[src/rtl/imem_loader_pkg.sv]
// Shared definitions for the instruction-memory boot loader.
// Optional checksum trailer: IMEM_LOADER_CHECKSUM_EN.
package imem_loader_pkg;

  // Length field is a little-endian 16-bit word count.
  localparam int unsigned LEN_BYTES      = 2;
  localparam int unsigned LEN_W          = 8 * LEN_BYTES;
  localparam int unsigned BYTES_PER_WORD = 4;
  localparam int unsigned BYTE_IDX_W     = $clog2(BYTES_PER_WORD);

  typedef enum logic [2:0] {
    ST_IDLE,
    ST_LEN0,
    ST_LEN1,
    ST_BYTE,
    ST_WRITE,
`ifdef IMEM_LOADER_CHECKSUM_EN
    ST_CHK,
`endif
    ST_DONE,
    ST_ERROR
  } ld_state_e;

  // States in which a stream byte may be consumed.
  function automatic logic is_ready_state(input ld_state_e s);
    return (s == ST_LEN0) || (s == ST_LEN1) || (s == ST_BYTE)
`ifdef IMEM_LOADER_CHECKSUM_EN
           || (s == ST_CHK)
`endif
           ;
  endfunction

  // States that make up an active load.
  function automatic logic is_busy_state(input ld_state_e s);
    return is_ready_state(s) || (s == ST_WRITE);
  endfunction

endpackage

[src/rtl/imem_loader_word_asm.sv]
// Little-endian word assembler: byte counter plus 32-bit assembly register.
// `full` is high when the next loaded byte completes the word.
module loader_word_asm
  import imem_loader_pkg::*;
(
  input  logic        clk_in,
  input  logic        reset,
  input  logic        clr,
  input  logic        load,
  input  logic [7:0]  byte_in,
  output logic [31:0] word,
  output logic        full
);

  logic [BYTE_IDX_W-1:0] idx_q, idx_d;
  logic [31:0]           word_q, word_d;

  // Place each incoming byte into the lane selected by the byte counter.
  always_comb begin
    idx_d  = idx_q;
    word_d = word_q;
    if (clr) begin
      idx_d  = '0;
      word_d = '0;
    end else if (load) begin
      case (idx_q)
        2'd0:    word_d[7:0]   = byte_in;
        2'd1:    word_d[15:8]  = byte_in;
        2'd2:    word_d[23:16] = byte_in;
        default: word_d[31:24] = byte_in;
      endcase
      idx_d = idx_q + 1'b1;
    end
  end

  // Assembler state registers.
  always_ff @(posedge clk_in) begin
    if (reset) begin
      idx_q  <= '0;
      word_q <= '0;
    end else begin
      idx_q  <= idx_d;
      word_q <= word_d;
    end
  end

  assign word = word_q;
  assign full = (idx_q == BYTE_IDX_W'(BYTES_PER_WORD - 1));

endmodule

[src/rtl/imem_loader.sv]
// Boot-time IMEM loader: length-prefixed little-endian byte stream into
// instruction RAM from word 0, holding the CPU in reset until loaded.
// Optional trailing XOR checksum byte: IMEM_LOADER_CHECKSUM_EN.
module imem_loader
  import imem_loader_pkg::*;
#(
  parameter int unsigned ADDR_W = 7
) (
  input  logic              clk_in,
  input  logic              reset,
  input  logic              start,
  input  logic [7:0]        s_data,
  input  logic              s_valid,
  output logic              s_ready,
  output logic              imem_wena,
  output logic [ADDR_W-1:0] imem_addr,
  output logic [31:0]       imem_wdata,
  output logic              cpu_reset,
  output logic              busy,
  output logic              done,
  output logic              error
);

  localparam int unsigned CAPACITY = 1 << ADDR_W;

`ifdef IMEM_LOADER_CHECKSUM_EN
  localparam ld_state_e ST_FINISH = ST_CHK;
`else
  localparam ld_state_e ST_FINISH = ST_DONE;
`endif

  ld_state_e         state_q, state_d;
  logic              start_q;
  logic [LEN_W-1:0]  len_q, len_d;
  logic [LEN_W-1:0]  wcnt_q, wcnt_d;
  logic [ADDR_W-1:0] addr_q, addr_d;
  logic              s_ready_q, s_ready_d;
  logic              wena_q, wena_d;
  logic              cpu_reset_q, cpu_reset_d;
  logic              busy_q, busy_d;
  logic              done_q, done_d;
  logic              error_q, error_d;
`ifdef IMEM_LOADER_CHECKSUM_EN
  logic [7:0]        csum_q, csum_d;
`endif

  logic              accept;
  logic [LEN_W-1:0]  len_full;
  logic              asm_clr, asm_load, asm_full;
  logic [31:0]       asm_word;

  assign accept   = s_valid && s_ready_q;
  assign len_full = {s_data, len_q[7:0]};

  loader_word_asm u_word_asm (
    .clk_in  (clk_in),
    .reset   (reset),
    .clr     (asm_clr),
    .load    (asm_load),
    .byte_in (s_data),
    .word    (asm_word),
    .full    (asm_full)
  );

  // Next-state, counter and checksum logic.
  always_comb begin
    state_d  = state_q;
    len_d    = len_q;
    wcnt_d   = wcnt_q;
    addr_d   = addr_q;
    asm_clr  = 1'b0;
    asm_load = 1'b0;
`ifdef IMEM_LOADER_CHECKSUM_EN
    csum_d   = csum_q;
    if (accept && (state_q != ST_CHK)) csum_d = csum_q ^ s_data;
`endif
    case (state_q)
      ST_IDLE, ST_DONE, ST_ERROR: begin
        if (start_q) begin
          state_d = ST_LEN0;
          len_d   = '0;
          wcnt_d  = '0;
          addr_d  = '0;
          asm_clr = 1'b1;
`ifdef IMEM_LOADER_CHECKSUM_EN
          csum_d  = '0;
`endif
        end
      end
      ST_LEN0: begin
        if (accept) begin
          len_d[7:0] = s_data;
          state_d    = ST_LEN1;
        end
      end
      ST_LEN1: begin
        if (accept) begin
          len_d = len_full;
          if (32'(len_full) > CAPACITY) state_d = ST_ERROR;
          else if (len_full == '0)      state_d = ST_FINISH;
          else                          state_d = ST_BYTE;
        end
      end
      ST_BYTE: begin
        if (accept) begin
          asm_load = 1'b1;
          if (asm_full) state_d = ST_WRITE;
        end
      end
      ST_WRITE: begin
        // Address stops at the last word so it never wraps past the top.
        wcnt_d = wcnt_q + 1'b1;
        if (wcnt_d == len_q) begin
          state_d = ST_FINISH;
        end else begin
          addr_d  = addr_q + 1'b1;
          state_d = ST_BYTE;
        end
      end
`ifdef IMEM_LOADER_CHECKSUM_EN
      ST_CHK: begin
        if (accept) state_d = (s_data == csum_q) ? ST_DONE : ST_ERROR;
      end
`endif
      default: state_d = ST_IDLE;
    endcase
  end

  // Outputs decoded from the next state so the registered copies track the state.
  always_comb begin
    s_ready_d   = is_ready_state(state_d);
    wena_d      = (state_d == ST_WRITE);
    busy_d      = is_busy_state(state_d);
    done_d      = (state_d == ST_DONE);
    error_d     = (state_d == ST_ERROR);
    cpu_reset_d = (state_d != ST_DONE);
  end

  // FSM, counters and registered outputs.
  always_ff @(posedge clk_in) begin
    if (reset) begin
      state_q     <= ST_IDLE;
      start_q     <= 1'b0;
      len_q       <= '0;
      wcnt_q      <= '0;
      addr_q      <= '0;
      s_ready_q   <= 1'b0;
      wena_q      <= 1'b0;
      cpu_reset_q <= 1'b1;
      busy_q      <= 1'b0;
      done_q      <= 1'b0;
      error_q     <= 1'b0;
`ifdef IMEM_LOADER_CHECKSUM_EN
      csum_q      <= '0;
`endif
    end else begin
      state_q     <= state_d;
      start_q     <= start;
      len_q       <= len_d;
      wcnt_q      <= wcnt_d;
      addr_q      <= addr_d;
      s_ready_q   <= s_ready_d;
      wena_q      <= wena_d;
      cpu_reset_q <= cpu_reset_d;
      busy_q      <= busy_d;
      done_q      <= done_d;
      error_q     <= error_d;
`ifdef IMEM_LOADER_CHECKSUM_EN
      csum_q      <= csum_d;
`endif
    end
  end

  assign s_ready    = s_ready_q;
  assign imem_wena  = wena_q;
  assign imem_addr  = addr_q;
  assign imem_wdata = asm_word;
  assign cpu_reset  = cpu_reset_q;
  assign busy       = busy_q;
  assign done       = done_q;
  assign error      = error_q;

endmodule

[config.mk]
export PLATFORM = sky130hd
export DESIGN_NAME = imem_loader
export DESIGN_NICKNAME = d
export VERILOG_FILES = /design/src/rtl/imem_loader_pkg.sv /design/src/rtl/imem_loader_word_asm.sv /design/src/rtl/imem_loader.sv
export SDC_FILE = /design/constraint.sdc
export NUM_CORES = 1
export LEC_CHECK = 0
export CAP_MARGIN = 20
export CORE_AREA = 2 2 85 104
export CTS_CLUSTER_DIAMETER = 60
export DETAILED_ROUTE_END_ITERATION = 10
export DIE_AREA = 0 0 87 106
export PLACE_DENSITY = 0.82
export SETUP_SLACK_MARGIN = 0.2
export SLEW_MARGIN = 0
export SYNTH_ARGS = -nofsm -noshare
export SYNTH_HDL_FRONTEND = slang
export SYNTH_SLANG_ARGS = --single-unit
[constraint.sdc]
create_clock -name clk_in -period 2.87 [get_ports clk_in]
set_clock_uncertainty 0.1 [all_clocks]
set_input_delay 0.4305 -clock clk_in [delete_from_list [all_inputs] [get_ports clk_in]]
set_output_delay 0.4305 -clock clk_in [all_outputs]
set_load 0.1 [all_outputs]
==> flow_summary_export.csv, run 1 <==
group,metric,value,unit
detailed_routing,via_per_inst,5.81,
yosys,yosysSeqAreaShare,0.413,
sta,grt_setup_unrepaired,"no",
worst_hold_path,hp-class,"flop to flop",
clocking,htree_levels,3,
yosys,ys.flop_type,"dfxtp_1",
sta,hold_slack,0.359,ns
worst_hold_path,whs_path_depth,2,
worst_setup_path,r2r_start,"wcnt_q[0]$_SDFFE_PP0P_",
detailed_routing,routed_wl,10900,um
global_route,grt_overflow_total,0,
die,dieArea,9220,um2
yosys,synth_area_leaders,"dfxtp_1 (41%), a21oi_1 (8.9%), nand3_1 (7.6%)",
final_layout,final_cell_mix,"nand2_1 (79), dfxtp_1 (76), buf_4 (73), a21oi_1 (72), nand3_1 (60)",
global_route,grt_usage,0.241,
yosys,synthArstFlopShare,0,
worst_setup_path,reg2regPathDepth,11,
worst_setup_path,worstPathRequired,3.01,ns
clocking,numCtsBuffers,9,
global_route,grt_max_degree,39,
clocking,clkLatencyLatePin,0.35,ns
yosys,synth-seq-cells,83,
yosys,synth_edf_count,0,
clocking,clkSinkCount,83,
flow_run,drv_cap,0,
final_layout,fin_nets,605,
worst_hold_path,hold_start,"u_word_asm.word[3]$_SDFFE_PP0P_",
die,die_x,87,um
worst_setup_path,critPathTopFamily,"simple AND/OR/NAND/NOR gates",
final_layout,layout-drive-gt1-share,0.188,
sta,finalSetupViolCount,0,
power,p_int,1.88,mW
detailed_routing,ant_nets,0,
yosys,synth.distinct_cells,48,
worst_setup_path,cp-end-kind,"flop",
worst_setup_path,critical_path.max_fanout,6,
die,initial_utilization,0.486,
power,combinationalPowerShare,0.069,
detailed_routing,avgRoutedWirePerCell,15.8,um
worst_setup_path,slowest_stage,"dfxtp_4",
die,fp-row-count,37,
placement,routabilityCongestion,0.848,
yosys,synth_top_area_cell,"dfxtp_1",
detailed_routing,vias,3997,
global_route,grt_pass1_vias,3730,
yosys,syn-cell-area,4030,um2
die,core-area,8290,um2
yosys,yosysWarnings,0,
clocking,clockBufferDepth,2,
power,max-vdd-ir-drop,0.349,mV
sta,maxSlewViolCount,0,
yosys,syn-mean-instance-area,7.73,um2
worst_setup_path,startpoint_type,"flop",
placement,port-buffer-count,56,
power,switching_share,0.221,
final_layout,final_common_cell,"nand2_1",
sta,fin_crit_sh,0.882,
worst_setup_path,r2r_slack,0.34,ns
outcome,outcome,"completed",
placement,preCtsSetupSlack,-0.0279,ns
sta,finalHoldViolations,0,
detailed_routing,drc,0,
power,power_density,478,nW/um2
yosys,yosys.area.top_type_share,0.413,
final_layout,fillers,692,
worst_setup_path,arrival,2.68,ns
sta,fmax,0.395,GHz
die,die_h,106,um
worst_setup_path,max_stage_delay,0.36,ns
clocking,cts-root-buf,"clkbuf_8",
clocking,cts_tree,"done",
power,p_seq_frac,0.484,
global_route,antenna_found_initial,0,
final_layout,syn2layout_area_growth,25.2,%
sta,finalWorstSetupSlack,0.338,ns
worst_setup_path,crit_path_cell_trace,"buf_4 -> nand4_1 -> buf_4 -> nor2_4 -> buf_4 -> nor3_1 -> o21ai_1 -> nor4_4 -> a21oi_2 -> or2_1 -> or3_1",
sta,fin_crit,2.53,ns
worst_setup_path,worst_r2r_endpoint,"cpu_reset$_SDFF_PP1_",
die,ios,57,
clocking,path_clk_slew,0.08,ns
global_route,grt_pass1_wl,17700,um
power,clockPowerShare,0.447,
power,p_switching,0.533,mW
yosys,syn_nets,540,
yosys,synth_cells,521,
power,p_leak,1.88,nW
worst_hold_path,worstHoldEndpoint,"u_word_asm.word[3]$_SDFFE_PP0P_",
worst_setup_path,worst-path-buf-inv,3,
sta,maxSlewHeadroom,0.636,
worst_setup_path,worstSetupPathType,"flop to flop",
final_layout,diodes,0,
detailed_routing,dr.pass1.iters,5,
placement,hpwl,7730,um
worst_setup_path,cpMostUsedCell,"buf_4",
detailed_routing,dr.first_iter.drc_count,213,
sta,tightest_slew,0.542,ns
metal layers:
layer | routed length [um] | GRT usage | vias up
met2 | 5580 | 0.405 | 145
met4 | 402 | 0.133 | 0
li1 | - | - | 1946
met1 | 4210 | 0.280 | 1875
met3 | 664 | 0.0520 | 31
met5 | 0 | 0 | -
final cells by class:
type | count | area [um2] | area share
timing repair buffer | 86 | 689 | 0.137
tap | 97 | 121 | 0.0241
clock inverter | 5 | 125 | 0.0248
clock buffer | 11 | 131 | 0.0261
multi-input combinational | 399 | 2270 | 0.451
sequential | 83 | 1680 | 0.332
inverter | 7 | 26.3 | 0.00521
through the flow:
| step | setup TNS (ns) | instance area (um2) | cells | power [mW] | utilization |
|---|---|---|---|---|---|
| floorplan | 0 | 4030 | 521 | 1.29 | - |
| global placement | 0 | 4650 | 664 | 1.35 | 0.561 |
| detailed placement | -0.0774 | 4650 | 664 | 1.36 | 0.561 |
| CTS | 0 | 4960 | 683 | 2.42 | 0.598 |
| global route | 0 | 5040 | 688 | 2.48 | 0.608 |
| finish | 0 | 5040 | 688 | 2.41 | 0.608 |
registers in the layout (all words and copies together) (netlist names), 2 cells and up:
register	count
wcnt_q	16
imem_addr	7
len_q	16
u_word_asm.word	32
state_q	3
u_word_asm.idx_q	2
logic make-up after synthesis:
family,synth area share
XOR/XNOR,0.0541
flip-flops,0.413
AND/OR/NAND/NOR,0.308
adder cells (fa/ha/maj),0.0217
multiplexers,0.0124
buffers and inverters,0.0385
AO/OA/AOI/OAI,0.153
synthesized netlist by cell type (2+ instances only):
master / count
a211oi_1: 2
a21oi_1: 72
a311oi_1: 2
a31oi_1: 4
and2_1: 5
and3_1: 8
and4_1: 3
buf_1: 3
buf_2: 4
clkbuf_1: 24
dfxtp_1: 83
ha_1: 7
inv_1: 7
mux2i_1: 5
nand2_1: 79
nand2b_1: 6
nand3_1: 61
nand3b_1: 4
nand4_1: 9
nor2_1: 34
nor2b_1: 8
nor3_1: 11
nor3b_1: 4
nor4_1: 4
o211ai_1: 2
o21a_1: 2
o21ai_0: 16
o21ai_1: 3
o21bai_1: 2
or3_1: 8
xnor2_1: 17
xor2_1: 6
worst reg2reg max path: cells and delay by family, from the launching register on:
kind	cells	cell delay, ns
AO/OA/AOI/OAI	2	0.24
AND/OR/NAND/NOR	6	1.29
buffers and inverters	3	0.42
flip-flops	1	0.36
power groups by stage:
stage	combinational [mW]	sequential (mW)	clock [mW]
2_1_floorplan	0.0798	1.21	0
3_3_place_gp	0.160	1.19	0
3_5_place_dp	0.162	1.19	0
4_1_cts	0.164	1.17	1.09
5_1_grt	0.176	1.17	1.14
6_report	0.167	1.17	1.08
worst max-delay path by stage:
stage,start,to,cells after the start
after global routing,wcnt_q[1]$_SDFFE_PP0P_,cpu_reset$_SDFF_PP1_,9
after global placement,wcnt_q[0]$_SDFFE_PP0P_,imem_addr[4]$_SDFFE_PP0P_,9
after CTS,wcnt_q[1]$_SDFFE_PP0P_,cpu_reset$_SDFF_PP1_,10
after floorplan,wcnt_q[0]$_SDFFE_PP0P_,cpu_reset$_SDFF_PP1_,9
after detailed placement,wcnt_q[0]$_SDFFE_PP0P_,imem_addr[4]$_SDFFE_PP0P_,9
final,wcnt_q[0]$_SDFFE_PP0P_,cpu_reset$_SDFF_PP1_,11
what timing repair did:
item,4_1_cts,5_1_grt
setup buffers,3,5
setup endpoints to repair,9,11
gates resized for setup,8,15
hold buffers,0,0
pin swaps,5,6
No activity file was read; power rests on OpenSTA's default activity.
==> run 2: changes to the inputs <==
--- a/config.mk
+++ b/config.mk
@@ -12,6 +12,7 @@
 export DIE_AREA = 0 0 87 106
 export PLACE_DENSITY = 0.82
 export SETUP_SLACK_MARGIN = 0.2
+export SKIP_LAST_GASP = 1
 export SLEW_MARGIN = 0
 export SYNTH_ARGS = -nofsm -noshare
 export SYNTH_HDL_FRONTEND = slang
==> results of run 2 <==
Same layout as run 1: the final DEF is identical, and so are final timing and power.
